[config.mk]
export PLATFORM = sky130hd
export DESIGN_NAME = gpr_rob
export DESIGN_NICKNAME = d
export VERILOG_FILES = /design/src/rtl/gpr_rob.sv
export SDC_FILE = /design/constraint.sdc
export NUM_CORES = 2
export LEC_CHECK = 0
export CAP_MARGIN = 20
export CORE_ASPECT_RATIO = 1.2
export CORE_MARGIN = 2
export CORE_UTILIZATION = 39
export CTS_CLUSTER_SIZE = 20
export DETAILED_ROUTE_END_ITERATION = 7
export DONT_BUFFER_PORTS = 1
export PLACE_DENSITY = 0.5
export SYNTH_ARGS = -nofsm -noshare
export SYNTH_HDL_FRONTEND = slang
export SYNTH_SLANG_ARGS = --single-unit
[constraint.sdc]
create_clock -name clk -period 5.8 [get_ports clk]
set_clock_uncertainty 0.1 [all_clocks]
set_input_delay 1.74 -clock clk [delete_from_list [all_inputs] [get_ports clk]]
set_output_delay 1.74 -clock clk [all_outputs]
set_load 0.005 [all_outputs]
[src/rtl/gpr_rob.sv]
// gpr_rob: in-order reorder buffer for GPR results; ROB_CDB_BYPASS_EN forwards same-cycle CDB data to read/commit ports
module gpr_rob #(
    parameter int ROB_WIDTH = 4,
    parameter int REG_WIDTH = 5,
    parameter int N_CDB     = 2,
    parameter int N_RD      = 2
) (
    input  logic                 clk,
    input  logic                 reset,
    input  logic                 alloc_req,
    input  logic [REG_WIDTH-1:0] alloc_arch,
    output logic                 alloc_ready,
    output logic [ROB_WIDTH-1:0] alloc_tag,
    input  logic [N_CDB-1:0]     cdb_valid,
    input  logic [ROB_WIDTH-1:0] cdb_tag [N_CDB],
    input  logic [31:0]          cdb_data [N_CDB],
    input  logic [ROB_WIDTH-1:0] rd_tag [N_RD],
    output logic [N_RD-1:0]      rd_valid,
    output logic [31:0]          rd_data [N_RD],
    input  logic                 commit_en,
    output logic                 commit_valid,
    output logic [REG_WIDTH-1:0] commit_arch,
    output logic [31:0]          commit_data,
    output logic [ROB_WIDTH-1:0] commit_tag,
    input  logic                 flush
);
    localparam int DEPTH = 1 << ROB_WIDTH;
    logic [ROB_WIDTH-1:0] head_q, head_d, tail_q, tail_d;
    logic [ROB_WIDTH:0]   count_q, count_d;
    logic [DEPTH-1:0]     occ_q, occ_d, val_q, val_d;
    logic [REG_WIDTH-1:0] arch_q [DEPTH];
    logic [REG_WIDTH-1:0] arch_d [DEPTH];
    logic [31:0]          data_q [DEPTH];
    logic [31:0]          data_d [DEPTH];
    logic                 do_alloc, do_commit;

    assign alloc_ready = count_q != (ROB_WIDTH+1)'(DEPTH);
    assign alloc_tag   = tail_q;
    assign commit_arch = arch_q[head_q];
    assign commit_tag  = head_q;

    // Operand and head lookups from registered state, overlaid with same-cycle CDB results when bypass is built in
    always_comb begin
        for (int j = 0; j < N_RD; j++) begin
            rd_valid[j] = occ_q[rd_tag[j]] & val_q[rd_tag[j]];
            rd_data[j]  = data_q[rd_tag[j]];
`ifdef ROB_CDB_BYPASS_EN
            for (int i = N_CDB - 1; i >= 0; i--) begin
                if (cdb_valid[i] && cdb_tag[i] == rd_tag[j] && occ_q[rd_tag[j]]) begin
                    rd_valid[j] = 1'b1;
                    rd_data[j]  = cdb_data[i];
                end
            end
`endif
        end
        commit_valid = occ_q[head_q] & val_q[head_q];
        commit_data  = data_q[head_q];
`ifdef ROB_CDB_BYPASS_EN
        for (int i = N_CDB - 1; i >= 0; i--) begin
            if (cdb_valid[i] && cdb_tag[i] == head_q && occ_q[head_q]) begin
                commit_valid = 1'b1;
                commit_data  = cdb_data[i];
            end
        end
`endif
    end

    // Next state: CDB writes land only on occupied slots (lower CDB index wins), then commit frees head, alloc claims tail
    always_comb begin
        do_alloc  = alloc_req & alloc_ready;
        do_commit = commit_en & commit_valid;
        head_d    = head_q;
        tail_d    = tail_q;
        occ_d     = occ_q;
        val_d     = val_q;
        arch_d    = arch_q;
        data_d    = data_q;
        for (int i = N_CDB - 1; i >= 0; i--) begin
            if (cdb_valid[i] && occ_q[cdb_tag[i]]) begin
                val_d[cdb_tag[i]]  = 1'b1;
                data_d[cdb_tag[i]] = cdb_data[i];
            end
        end
        if (do_commit) begin
            occ_d[head_q] = 1'b0;
            head_d        = head_q + 1'b1;
        end
        if (do_alloc) begin
            occ_d[tail_q]  = 1'b1;
            val_d[tail_q]  = 1'b0;
            arch_d[tail_q] = alloc_arch;
            tail_d         = tail_q + 1'b1;
        end
        count_d = count_q + (ROB_WIDTH+1)'(do_alloc) - (ROB_WIDTH+1)'(do_commit);
        if (flush) begin
            head_d  = '0;
            tail_d  = '0;
            count_d = '0;
            occ_d   = '0;
            val_d   = '0;
        end
    end

    // State registers with synchronous reset
    always_ff @(posedge clk) begin
        if (reset) begin
            head_q  <= '0;
            tail_q  <= '0;
            count_q <= '0;
            occ_q   <= '0;
            val_q   <= '0;
            arch_q  <= '{default: '0};
            data_q  <= '{default: '0};
        end else begin
            head_q  <= head_d;
            tail_q  <= tail_d;
            count_q <= count_d;
            occ_q   <= occ_d;
            val_q   <= val_d;
            arch_q  <= arch_d;
            data_q  <= data_d;
        end
    end
endmodule

Yosys cells after proc, flatten, opt, wreduce, memory -nomap -nowiden
Index checks and enable logic that the tools add are counted.
- flip-flop bits (word level): 637
- logic and storage cells: 141
- bits of input ports: 92
- reductions and logical operators: 10
- add/subtract/negate cells: 4
- eq/ne operators: 1
- $lt $le $gt $ge: 19
- mux-type cells: 52
- bitwise gates (word level): 18
- operators by type and width (operator ; count):
    512-bit bitwise mux ; 2
    512-bit 2-to-1 mux ; 2
    32-bit binary-select mux with 4-bit select ; 3
    32-bit demux with 4-bit select ; 2
    32-bit 2-to-1 mux ; 8
    80-bit bitwise mux ; 1
    16-bit 2-to-1 mux ; 5
    16-bit bitwise OR ; 3
    16-bit bitwise AND ; 2
    1-bit binary-select mux with 4-bit select ; 8
    16-bit NOT ; 2
    5-bit greater-or-equal comparator (second input constant) ; 6
    4-bit by 5-bit < comparator with 1-bit output (second input constant) ; 6
    4-bit NOT with 5-bit output ; 6
    5-bit binary-select mux with 4-bit select ; 1
    5-bit demux with 4-bit select ; 1
    1-bit demux with 4-bit select ; 4
    4-bit by 1-bit greater-or-equal comparator with 1-bit output (second input constant) ; 4
    5-bit by 1-bit < comparator with 1-bit output (second input constant) ; 3
    5-bit 2-to-1 mux ; 3
    1-bit 2-to-1 mux ; 12
    1-bit logical AND ; 9
    4-bit by 1-bit adder with 4-bit output (second input constant) ; 2
    5-bit by 1-bit adder with 5-bit output ; 1
    4 further kinds ; 8

Depth between registers and ports, before layout
- word-level depth: 10
- depth in mapped cells: 16
- mapped depth without buffers: 14

Least setup slack after synthesis
OpenSTA, ideal clock, no wires.
- kind: input -> output
- from: input rd_tag[6] in the netlist's numbering
- to: output rd_valid[0]
- buffers on the path: 1
- path slack: 0.778 ns
- required time: 3.960 ns
- arrival time: 3.182 ns
- stages: 4
- cell sequence: clkbuf_1 mux4_2 mux4_2 inv_1
- longest elaborated chain between the ends: 3
- elaborated cells on any way between the ends: 5
- classes of those cells: 4 x mux; 1 x bitwise
- RTL lines (what ; RTL line ; text):
    start, declared ; 17 ; input logic [ROB_WIDTH-1:0] rd_tag [N_RD],
    1-bit binary-select mux with 4-bit select ; 45 ; rd_valid[j] = occ_q[rd_tag[j]] & val_q[rd_tag[j]];
    1-bit 2-to-1 mux (not written as such) ; 45 ;
    1-bit bitwise AND (*) ; 45 ;
    end, declared ; 18 ; output logic [N_RD-1:0] rd_valid,
Every way passes the cells marked *; elsewhere a longest branch is shown, timed or not. The select of a mux whose other input is x is not followed.

==> impl_metrics.json <==
{
  "status": "complete, but fails checks",
  "violations": "max-slew violations",
  "antenna_found_initial": 4,
  "grt_pass1_wl_um": 218000,
  "p_clk_share_pct": 52.2,
  "num_vias": 30800,
  "rows": 129,
  "yosys_register_bits": 637,
  "total_power_mw": 9.57,
  "max_slew_margin_pct": -51.8,
  "cts_root_buf": "clkbuf_16",
  "ys_types": 46,
  "synth_enable_flop_cells": 0,
  "drv_slew": 238,
  "clk_pin_slew_ps": 60,
  "synthesis.instances": 3585,
  "path_cells": "mux4_2, mux4_2",
  "synth_top_cell_area_share_pct": 31.7,
  "p_sw_share_pct": 22.1,
  "hold_viol": 0,
  "dp_hpwl_um": 80400,
  "synth_area_leader_cell": "dfxtp_1",
  "clock_sinks": 637,
  "viasPerCell": 6.60,
  "start_kind": "primary input",
  "worstSetupPathType": "primary input to output port",
  "postCtsSetupBuffers": 0,
  "period_minus_slack_ps": 4810,
  "synthFlopType": "dfxtp_1",
  "max_clock_freq_mhz": 208,
  "post_cts_resized": 0,
  "wire_per_inst_um": 31.9,
  "finalSetupTns_ps": 0,
  "tightestPinTransition_ps": 2280,
  "crit_family": "multiplexers",
  "cts_tree": "yes",
  "clockBufferDepth": 3,
  "internal-power_mw": 7.45,
  "yosysMostFrequentCell": "dfxtp_1",
  "start_util_pct": 39.2,
  "core_um2": 103000,
  "drc": 0,
  "worstPathArrival_ps": 2970,
  "setup_ws_ps": 990,
  "grt_max_degree": 596,
  "ys_seq_area_share_pct": 31.7,
  "diodes": 0,
  "sequentialPowerShare_pct": 45.9,
  "crit_fanout": 129,
  "grtUsageMet1_pct": 37.2,
  "cts_buffers": 75,
  "max_stage_delay_ps": 560,
  "ant_nets": 0,
  "ys_warn_count": 0,
  "clk_latency_ps": 660,
  "drt-initial-drc-count": 3298,
  "synthArstFlopShare_pct": 0,
  "dieWidth_um": 297,
  "port_buffers": 0,
  "synth_fp_nets": 3692,
  "grt_use_met3_pct": 6.25,
  "worst-path-buf-inv": 0,
  "dp_slack_ps": 1030,
  "finalSetupViolations": 0,
  "power_switching_mw": 2.12,
  "cp_common_cell": "mux4_2",
  "holdBufCountCts": 0,
  "syn_to_final_growth_pct": 6.94,
  "grt.overflow.total": 0,
  "grt_pass1_vias": 30800,
  "die-area_um2": 106000,
  "p_leak_nw": 14.4,
  "die_h_um": 356,
  "grt_usage_pct": 27.8,
  "critPathRequiredTime_ps": 3960,
  "final_layout_size_suffix_gt1_share_pct": 22.4,
  "htree_levels": 3,
  "period_share_pct": 82.9,
  "gp_congestion": 0.831,
  "rsz0062_at_grt": "false",
  "netlist_top_cells_area": "dfxtp_1 32%, mux4_2 29%, mux2i_1 15%, a211oi_1 9.6%, nor2_1 5.8%",
  "yosys-top-cells-count": "637 x dfxtp_1, 618 x nor2_1, 588 x mux2i_1",
  "peakVddDrop_mv": 0.194,
  "firstDrtPassIters": 6,
  "finalWirelength_um": 149000,
  "syn-cell-area_um2": 40200,
  "ioPinCount": 205,
  "use_met2_pct": 44.3,
  "synth_area_per_cell_um2": 11.2,
  "critPathSlowestCell": "mux4_2",
  "final_nets": 3338,
  "endpoint_kind": "output port",
  "power_density_nw_per_um2": 222,
  "p_comb_share_pct": 1.9,
  "top_usage_layer": "met2",
  "maxCapViolCount": 0,
  "hold_path_class": "register to register"
}
[worst paths after layout]
path / start / slack (ps) / endpoint / cells after the start
worst max-delay path: rd_tag[4] / 990 / rd_data[54] / 2
worst min-delay path: arch_q[32] / 360 / arch_q[32] / 2
worst max register to register: commit_tag[1] / 2150 / count_q[4] / 12
worst min register to register: arch_q[32] / 360 / arch_q[32] / 2
[state kept, by name, summed over array words and instances (netlist names)]
signal and cells:
occ_q 16, val_q 16, data_q 512, arch_q 80, alloc_tag 4, commit_tag 4
count_q 5
[per-stage QoR]
step	utilization, %	hold WS (ps)	area (µm²)	instances
floorplan	-	331	40200	3585
global placement	39.4	341	40500	4528
detailed placement	39.4	355	40500	4528
CTS	41.9	363	43000	4665
global route	41.9	394	43000	4666
finish	41.9	362	43000	4666
[layout by cell type, fill, tap and decap left out, types with 21 or more instances in the layout]
cell type	n
nand2_1	50
a21oi_1	25
clkbuf_16	78
mux4_2	519
nor2_1	618
a211oi_1	513
buf_4	32
inv_1	21
mux2i_1	588
dfxtp_1	633
[layer usage]
| layer | vias up | part of all wire (%) | routed length [µm] |
|---|---|---|---|
| met3 | 302 | 8.7 | 13000 |
| met1 | 15900 | 41 | 61800 |
| li1 | 13100 | - | - |
| met5 | - | 0.012 | 18 |
| met4 | 2 | 3.6 | 5320 |
| met2 | 1460 | 46 | 68800 |
[power groups by stage]
| stage | registers, mW | logic, mW | clock network, mW |
|---|---|---|---|
| floorplan | 4.48 | 0.391 | 0 |
| global placement | 4.48 | 0.178 | 0 |
| detailed placement | 4.48 | 0.181 | 0 |
| CTS | 4.39 | 0.181 | 5.07 |
| global route | 4.39 | 0.187 | 5.25 |
| finish | 4.39 | 0.182 | 5.00 |
[logic make-up after synthesis]
logic type,synth area share (%)
AND/OR/NAND/NOR,7.62
adder cells (fa/ha/maj),0.485
AO/OA/AOI/OAI,10.5
buffers and inverters,5.69
XOR/XNOR,0.152
multiplexers,43.8
flip-flops,31.7
[cell type report]
cell class              count  area [µm²]
flip-flops and latches    637       12800
well taps                1375        1720
repair buffers             40         400
fillers                  9633       59600
inverters                  22        87.6
multi-input cells        2455       25500
clock inverters            31         372
clock buffers             106        2180
Note: power is estimated with default switching activity, not from simulation.
